**config.mk**
```make
export PLATFORM = sky130hd
export DESIGN_NAME = uart_rx_ovs
export DESIGN_NICKNAME = d
export VERILOG_FILES = /design/src/rtl/uart_rx_ovs.sv
export SDC_FILE = /design/constraint.sdc
export NUM_CORES = 1
export LEC_CHECK = 0
export BUFFER_PORTS_ARGS = -buffer_cell sky130_fd_sc_hd__buf_2
export CAP_MARGIN = 20
export CELL_PAD_IN_SITES_DETAIL_PLACEMENT = 0
export CELL_PAD_IN_SITES_GLOBAL_PLACEMENT = 2
export CORE_MARGIN = 2
export CORE_UTILIZATION = 37
export DETAILED_ROUTE_END_ITERATION = 10
export GPL_TIMING_DRIVEN = 0
export PLACE_DENSITY_LB_ADDON = 0.1
export SKIP_LAST_GASP = 1
export SLEW_MARGIN = 40
export SYNTH_ARGS = -nofsm -noshare
export SYNTH_HDL_FRONTEND = slang
export SYNTH_SLANG_ARGS = --single-unit
```
**constraint.sdc**
```tcl
create_clock -name clk_i -period 2.8 [get_ports clk_i]
set_input_delay 0.56 -clock clk_i [delete_from_list [all_inputs] [get_ports clk_i]]
set_output_delay 0.56 -clock clk_i [all_outputs]
set_load 0.1 [all_outputs]
```
**src/rtl/uart_rx_ovs.sv**
```systemverilog
// Oversampling UART receiver: 3-sample majority vote per bit, 5..9 data bits, optional parity,
// 1/2 stop bits. Define UART_RX_FIFO_EN to replace the holding register with an output FIFO.
module uart_rx_ovs #(
  parameter int unsigned OVERSAMPLE = 16,
  parameter int unsigned DIV_W      = 16,
  parameter int unsigned FIFO_DEPTH = 4
) (
  input  logic             clk_i,
  input  logic             rst_ni,
  input  logic             en_i,
  input  logic             rx_i,
  input  logic [DIV_W-1:0] div_i,
  input  logic [3:0]       data_size_i,
  input  logic             parity_en_i,
  input  logic             parity_odd_i,
  input  logic             stop_two_i,
  output logic [8:0]       data_o,
  output logic             valid_o,
  input  logic             ready_i,
  output logic             parity_err_o,
  output logic             frame_err_o,
  output logic             overrun_o,
  output logic             busy_o
);

  localparam int unsigned SampW = $clog2(OVERSAMPLE);
  localparam logic [SampW-1:0] SampLast = SampW'(OVERSAMPLE - 1);
  localparam logic [SampW-1:0] VoteA    = SampW'(OVERSAMPLE / 2 - 1);
  localparam logic [SampW-1:0] VoteB    = SampW'(OVERSAMPLE / 2);
  localparam logic [SampW-1:0] VoteC    = SampW'(OVERSAMPLE / 2 + 1);

  typedef enum logic [2:0] {StIdle, StStart, StData, StParity, StStop} state_e;

  state_e           state_q, state_d;
  logic             sync1_q, sync2_q;
  logic [DIV_W-1:0] cnt_q, cnt_d;
  logic [SampW-1:0] samp_q, samp_d;
  logic             v0_q, v0_d, v1_q, v1_d;
  logic [3:0]       bit_cnt_q, bit_cnt_d, size_q, size_d;
  logic             par_en_q, par_en_d, par_odd_q, par_odd_d, stop_two_q, stop_two_d;
  logic [8:0]       shreg_q, shreg_d;
  logic             perr_q, perr_d, ferr_q, ferr_d;
  logic             ovr_q, ovr_d;
  logic             rx_s, tick, at_vote, bit_end, maj, done, done_ferr;

  assign rx_s    = sync2_q;
  assign tick    = (state_q != StIdle) && (cnt_q == div_i);
  assign at_vote = tick && (samp_q == VoteC);
  assign bit_end = tick && (samp_q == SampLast);
  // Third vote is the live line at the VoteC tick.
  assign maj     = (v0_q & v1_q) | (v0_q & rx_s) | (v1_q & rx_s);
  assign done_ferr = ferr_q | ~maj;

  always_comb begin
    state_d    = state_q;
    cnt_d      = (state_q == StIdle || tick) ? '0 : cnt_q + DIV_W'(1);
    samp_d     = samp_q;
    v0_d       = v0_q;
    v1_d       = v1_q;
    bit_cnt_d  = bit_cnt_q;
    size_d     = size_q;
    par_en_d   = par_en_q;
    par_odd_d  = par_odd_q;
    stop_two_d = stop_two_q;
    shreg_d    = shreg_q;
    perr_d     = perr_q;
    ferr_d     = ferr_q;
    done       = 1'b0;

    if (state_q == StIdle) begin
      samp_d = '0;
    end else if (tick) begin
      samp_d = bit_end ? '0 : samp_q + SampW'(1);
      if (samp_q == VoteA) v0_d = rx_s;
      if (samp_q == VoteB) v1_d = rx_s;
    end

    unique case (state_q)
      StIdle: begin
        if (en_i && !rx_s) begin
          state_d    = StStart;
          size_d     = (data_size_i < 4'd5) ? 4'd5 : (data_size_i > 4'd9) ? 4'd9 : data_size_i;
          par_en_d   = parity_en_i;
          par_odd_d  = parity_odd_i;
          stop_two_d = stop_two_i;
          shreg_d    = '0;
          perr_d     = 1'b0;
          ferr_d     = 1'b0;
          bit_cnt_d  = '0;
        end
      end
      StStart: begin
        if (at_vote && maj) state_d = StIdle;
        else if (bit_end)   state_d = StData;
      end
      StData: begin
        if (at_vote) shreg_d[bit_cnt_q] = maj;
        if (bit_end) begin
          if (bit_cnt_q == size_q - 4'd1) begin
            bit_cnt_d = '0;
            state_d   = par_en_q ? StParity : StStop;
          end else begin
            bit_cnt_d = bit_cnt_q + 4'd1;
          end
        end
      end
      StParity: begin
        if (at_vote) perr_d = ((^shreg_q) ^ maj) != par_odd_q;
        if (bit_end) state_d = StStop;
      end
      StStop: begin
        if (at_vote) begin
          if (!maj) ferr_d = 1'b1;
          // Finish at the last stop bit's mid-vote so the next start edge is never missed.
          if (!stop_two_q || bit_cnt_q == 4'd1) begin
            done    = 1'b1;
            state_d = StIdle;
          end
        end else if (bit_end) begin
          bit_cnt_d = bit_cnt_q + 4'd1;
        end
      end
      default: state_d = StIdle;
    endcase

    if (state_q != StIdle && !en_i) begin
      state_d = StIdle;
      done    = 1'b0;
    end
  end

  always_ff @(posedge clk_i or negedge rst_ni) begin
    if (!rst_ni) begin
      state_q    <= StIdle;
      sync1_q    <= 1'b1;
      sync2_q    <= 1'b1;
      cnt_q      <= '0;
      samp_q     <= '0;
      v0_q       <= 1'b0;
      v1_q       <= 1'b0;
      bit_cnt_q  <= '0;
      size_q     <= 4'd8;
      par_en_q   <= 1'b0;
      par_odd_q  <= 1'b0;
      stop_two_q <= 1'b0;
      shreg_q    <= '0;
      perr_q     <= 1'b0;
      ferr_q     <= 1'b0;
      ovr_q      <= 1'b0;
    end else begin
      state_q    <= state_d;
      sync1_q    <= rx_i;
      sync2_q    <= sync1_q;
      cnt_q      <= cnt_d;
      samp_q     <= samp_d;
      v0_q       <= v0_d;
      v1_q       <= v1_d;
      bit_cnt_q  <= bit_cnt_d;
      size_q     <= size_d;
      par_en_q   <= par_en_d;
      par_odd_q  <= par_odd_d;
      stop_two_q <= stop_two_d;
      shreg_q    <= shreg_d;
      perr_q     <= perr_d;
      ferr_q     <= ferr_d;
      ovr_q      <= ovr_d;
    end
  end

`ifdef UART_RX_FIFO_EN
  localparam int unsigned PtrW = $clog2(FIFO_DEPTH);

  logic [10:0]   mem_q [FIFO_DEPTH];
  logic [10:0]   mem_d [FIFO_DEPTH];
  logic [PtrW:0] wptr_q, wptr_d, rptr_q, rptr_d;
  logic          empty, full, push, pop;
  logic [10:0]   head;

  assign empty = (wptr_q == rptr_q);
  assign full  = (wptr_q[PtrW] != rptr_q[PtrW]) && (wptr_q[PtrW-1:0] == rptr_q[PtrW-1:0]);
  assign pop   = !empty && ready_i;
  assign push  = done && (!full || pop);
  assign head  = mem_q[rptr_q[PtrW-1:0]];

  always_comb begin
    mem_d  = mem_q;
    wptr_d = wptr_q;
    rptr_d = rptr_q;
    ovr_d  = done && full && !pop;
    if (push) begin
      mem_d[wptr_q[PtrW-1:0]] = {done_ferr, perr_q, shreg_q};
      wptr_d = wptr_q + (PtrW + 1)'(1);
    end
    if (pop) rptr_d = rptr_q + (PtrW + 1)'(1);
  end

  always_ff @(posedge clk_i or negedge rst_ni) begin
    if (!rst_ni) begin
      for (int i = 0; i < FIFO_DEPTH; i++) mem_q[i] <= '0;
      wptr_q <= '0;
      rptr_q <= '0;
    end else begin
      mem_q  <= mem_d;
      wptr_q <= wptr_d;
      rptr_q <= rptr_d;
    end
  end

  assign valid_o      = !empty;
  assign data_o       = head[8:0];
  assign parity_err_o = head[9];
  assign frame_err_o  = head[10];
`else
  logic       out_valid_q, out_valid_d, out_perr_q, out_perr_d, out_ferr_q, out_ferr_d;
  logic [8:0] out_data_q, out_data_d;
  logic       load;

  assign load = done && (!out_valid_q || ready_i);

  always_comb begin
    out_valid_d = load | (out_valid_q & ~ready_i);
    out_data_d  = out_data_q;
    out_perr_d  = out_perr_q;
    out_ferr_d  = out_ferr_q;
    ovr_d       = done && out_valid_q && !ready_i;
    if (load) begin
      out_data_d = shreg_q;
      out_perr_d = perr_q;
      out_ferr_d = done_ferr;
    end
  end

  always_ff @(posedge clk_i or negedge rst_ni) begin
    if (!rst_ni) begin
      out_valid_q <= 1'b0;
      out_data_q  <= '0;
      out_perr_q  <= 1'b0;
      out_ferr_q  <= 1'b0;
    end else begin
      out_valid_q <= out_valid_d;
      out_data_q  <= out_data_d;
      out_perr_q  <= out_perr_d;
      out_ferr_q  <= out_ferr_d;
    end
  end

  assign valid_o      = out_valid_q;
  assign data_o       = out_data_q;
  assign parity_err_o = out_perr_q;
  assign frame_err_o  = out_ferr_q;
`endif

  assign overrun_o = ovr_q;
  assign busy_o    = (state_q != StIdle);

endmodule

```
==> metrics.md <==
| Metric | Value |
|---|---|
| Period utilisation layout | `86.0%` |
| Vias per cell | `5.01` |
| CTS tree | `done` |
| Hpwl dp | `5.59 mm` |
| Die footprint | `0.0101 mm²` |
| Starting Density | `37.7%` |
| Vias in the first global route | `2,503` |
| Largest net degree at the start of global routing | `40` |
| Critical path arrival | `2640 ps` |
| Hold Vio Cnt, Final | `0` |
| Clock tree buffer depth | `2` |
| Die X-Extent | `100 µm` |
| Period minus WS final | `2410 ps` |
| Hold buffer count at CTS | `0` |
| Maxcap violations | `0` |
| Tightest Hold Check Type | `in -> async` |
| Post-placement cell count | `491` |
| Post-route ant nets | `0` |
| Most frequent cells in the layout | `59 x dfrtp_1, 45 x buf_2, 26 x xor2_1` |
| GRT Overall Usage | `16.3%` |
| Leading area contributor after synthesis | `dfrtp_1` |
| Synth top area cells | `dfrtp_1 43%, xor2_1 6.6%, mux2_4 4.4%, xnor2_1 4.3%, ha_1 3.3%` |
| Synth Register Bits | `62` |
| Min Hold Slack | `110 ps` |
| Measured slew at the worst slew-check pin | `720 ps` |
| Mapped Nets | `375` |
| WL met3 | `229 µm` |
| Top Layer Used | `met4` |
| Initial antenna violation count | `0` |
| First-pass GRT wire length | `12.8 mm` |
| Root buffer cell | `clkbuf_8` |
| Top Ports | `42` |
| Netlist Area Pre-Place | `0.00344 mm²` |
| Leakage | `1.84 nW` |
| Metal-1 WL | `3.84 mm` |
| Drt total wl | `7.50 mm` |
| Cell variety after synth | `55` |
| Final Max Tran Viols | `0` |
| Worst-path maximum fanout | `10` |
| Clk_lat worst skew | `340 ps` |
| FF-to-FF Start | `cnt_q[8]$_DFF_PN0_` |
| Drt drc | `0` |
| Number of synthesized flops with an enable pin | `0` |
| Depth of the worst register-to-register path | `7` |
| Async set-reset flop share out of synthesis | `100%` |
| Syn. warnings | `0` |
| Crit path from | `cnt_q[8]$_DFF_PN0_` |
| CTS buffer count | `9` |
| Max frequency | `415 MHz` |
| Starting DRT DRC Count | `100` |
| Final setup TNS | `0 ps` |
| Status | `finished clean` |
| Resized Gates After CTS | `0` |
| Number of diodes | `0` |
| Power Density | `687 mW/mm²` |
| Detailed Routing Iterations Pass 1 | `4` |
| Worst Setup Path Type | `reg -> reg` |
| Req. time, crit path | `3030 ps` |
| GPL Wtd Cong | `0.754` |
| Synth top area share | `42.9%` |
| H-tree depth reported by CTS | `3` |
| Final #Nets | `428` |
| Placeable Area | `0.00911 mm²` |
| Internal reg-to-reg setup slack | `390 ps` |
| Die height | `100 µm` |
| RSZ-0062 raised after global routing | `no` |
| GR Overflow Total | `0` |
| IO buf count | `41` |
| Final std cells w/o fill | `507` |
| Mean area per synthesized cell | `10.2 µm²` |
| Clock Skew | `8.04 ps` |
| Final setup fails | `0` |
| Post-synthesis sequential area ratio | `45.2%` |
| R2r endpoint | `bit_cnt_q[2]$_DFFE_PN0P_` |
| Critical Path Source Type | `flop` |
| Most common cell after layout, fill and taps aside | `dfrtp_1` |
| Rows | `35` |
| Clock Sinks | `62` |
| Worst slew margin | `51.9%` |
| Ys flop type | `dfrtp_1` |
| WL per Instance | `14.8 µm` |
| Clk slew on worst S/H paths | `80 ps` |
| Post-CTS Setup Inserts | `0` |
| Syn-to-layout area delta | `16.7%` |
| Share of cells above drive strength 1 | `24.2%` |
| Met2 wire len | `3.36 mm` |
| Critical Path End | `bit_cnt_q[2]$_DFFE_PN0P_` |
| Power, Total | `2.76 mW` |
| Worst setup EP type | `flop` |
| Peak VDD IR | `0.380 mV` |
| Syn Inst Count | `338` |
| Routed vias | `2,542` |
metal layers:
metal  track usage, %  up-vias
met4             5.37        0
li1                 -     1290
met5                0        -
met2             24.1       43
met3             3.83        5
met1             23.6     1204
report_power, final:
part | switching, mW | internal, mW | total, mW
combinational | 0.553 | 0.326 | 0.878
sequential | 0.0775 | 0.989 | 1.07
clock | 0.372 | 0.439 | 0.812
total | 1.00 | 1.75 | 2.76
kinds of logic (layout without fill, tap and decap cells):
group / after synthesis / after routing / synth area share, %
AO/OA/AOI/OAI: 63 / 63 / 11.8
XOR/XNOR: 44 / 44 / 11.6
buffers and inverters: 29 / 87 / 3.57
flip-flops: 62 / 62 / 45.2
adder cells (fa/ha/maj): 10 / 10 / 3.57
multiplexers: 19 / 19 / 7.28
AND/OR/NAND/NOR: 111 / 111 / 17.0
Yosys cell counts (all sizes together) (3+ instances only):
| cell type | count |
|---|---|
| nor3b | 3 |
| inv | 18 |
| xor2 | 26 |
| buf | 7 |
| or3 | 4 |
| ha | 9 |
| nand3 | 16 |
| nor3 | 5 |
| and4 | 3 |
| nand2 | 22 |
| mux2 | 18 |
| nand4 | 6 |
| or2 | 3 |
| and2 | 3 |
| nor2b | 3 |
| xnor2 | 17 |
| dfstp | 3 |
| nand2b | 5 |
| a21oi | 19 |
| nor4 | 7 |
| nor2 | 25 |
| clkbuf | 4 |
| o21ai | 26 |
| dfrtp | 59 |
| a21o | 3 |
metrics by stage:
stage	setup WS, ps	instance area, µm²	util, %
finish	393	4010	44.1
global route	94.9	4010	44.1
CTS	283	4010	44.1
detailed placement	79.2	3800	41.8
global placement	48.3	3780	41.5
floorplan	621	3440	-
worst min-delay path by stage:
stage                                  from                  endpoint  slack, ps  cells after the start
after floorplan                      rst_ni  bit_cnt_q[0]$_DFFE_PN0P_        260                      0
after global placement    sync1_q$_DFF_PN1_            rx_s$_DFF_PN1_        350                      0
after detailed placement  sync1_q$_DFF_PN1_            rx_s$_DFF_PN1_        350                      0
after CTS                            rst_ni       cnt_q[10]$_DFF_PN0_        100                      1
after global routing                 rst_ni       cnt_q[10]$_DFF_PN0_        110                      1
final                                rst_ni       cnt_q[10]$_DFF_PN0_        110                      1
area by class of cell:
| type | count | area, µm² |
|---|---|---|
| sequential | 62 | 1560 |
| inverter | 18 | 67.6 |
| clock buffer | 10 | 138 |
| timing repair buffer | 42 | 228 |
| fill | 923 | 5100 |
| multi-input combinational | 247 | 1760 |
| clock inverter | 6 | 70.1 |
| tap | 111 | 139 |
| buffer | 11 | 55.1 |
worst max-delay path: stages, from the launching register on:
cell,delay (ps)
dfrtp_1,450
xor2_1,160
nor4_1,410
nand4_1,230
buf_2,250
o21ai_0,470
o21ai_1,140
a21o_1,200
sequential cells by signal (all words and copies together), names as in the netlist, 3 cells and up:
register   count
samp_q         4
shreg_q        9
data_o         9
state_q        3
bit_cnt_q      4
cnt_q         16
size_q         4
Power figures use the tool's default switching activity.
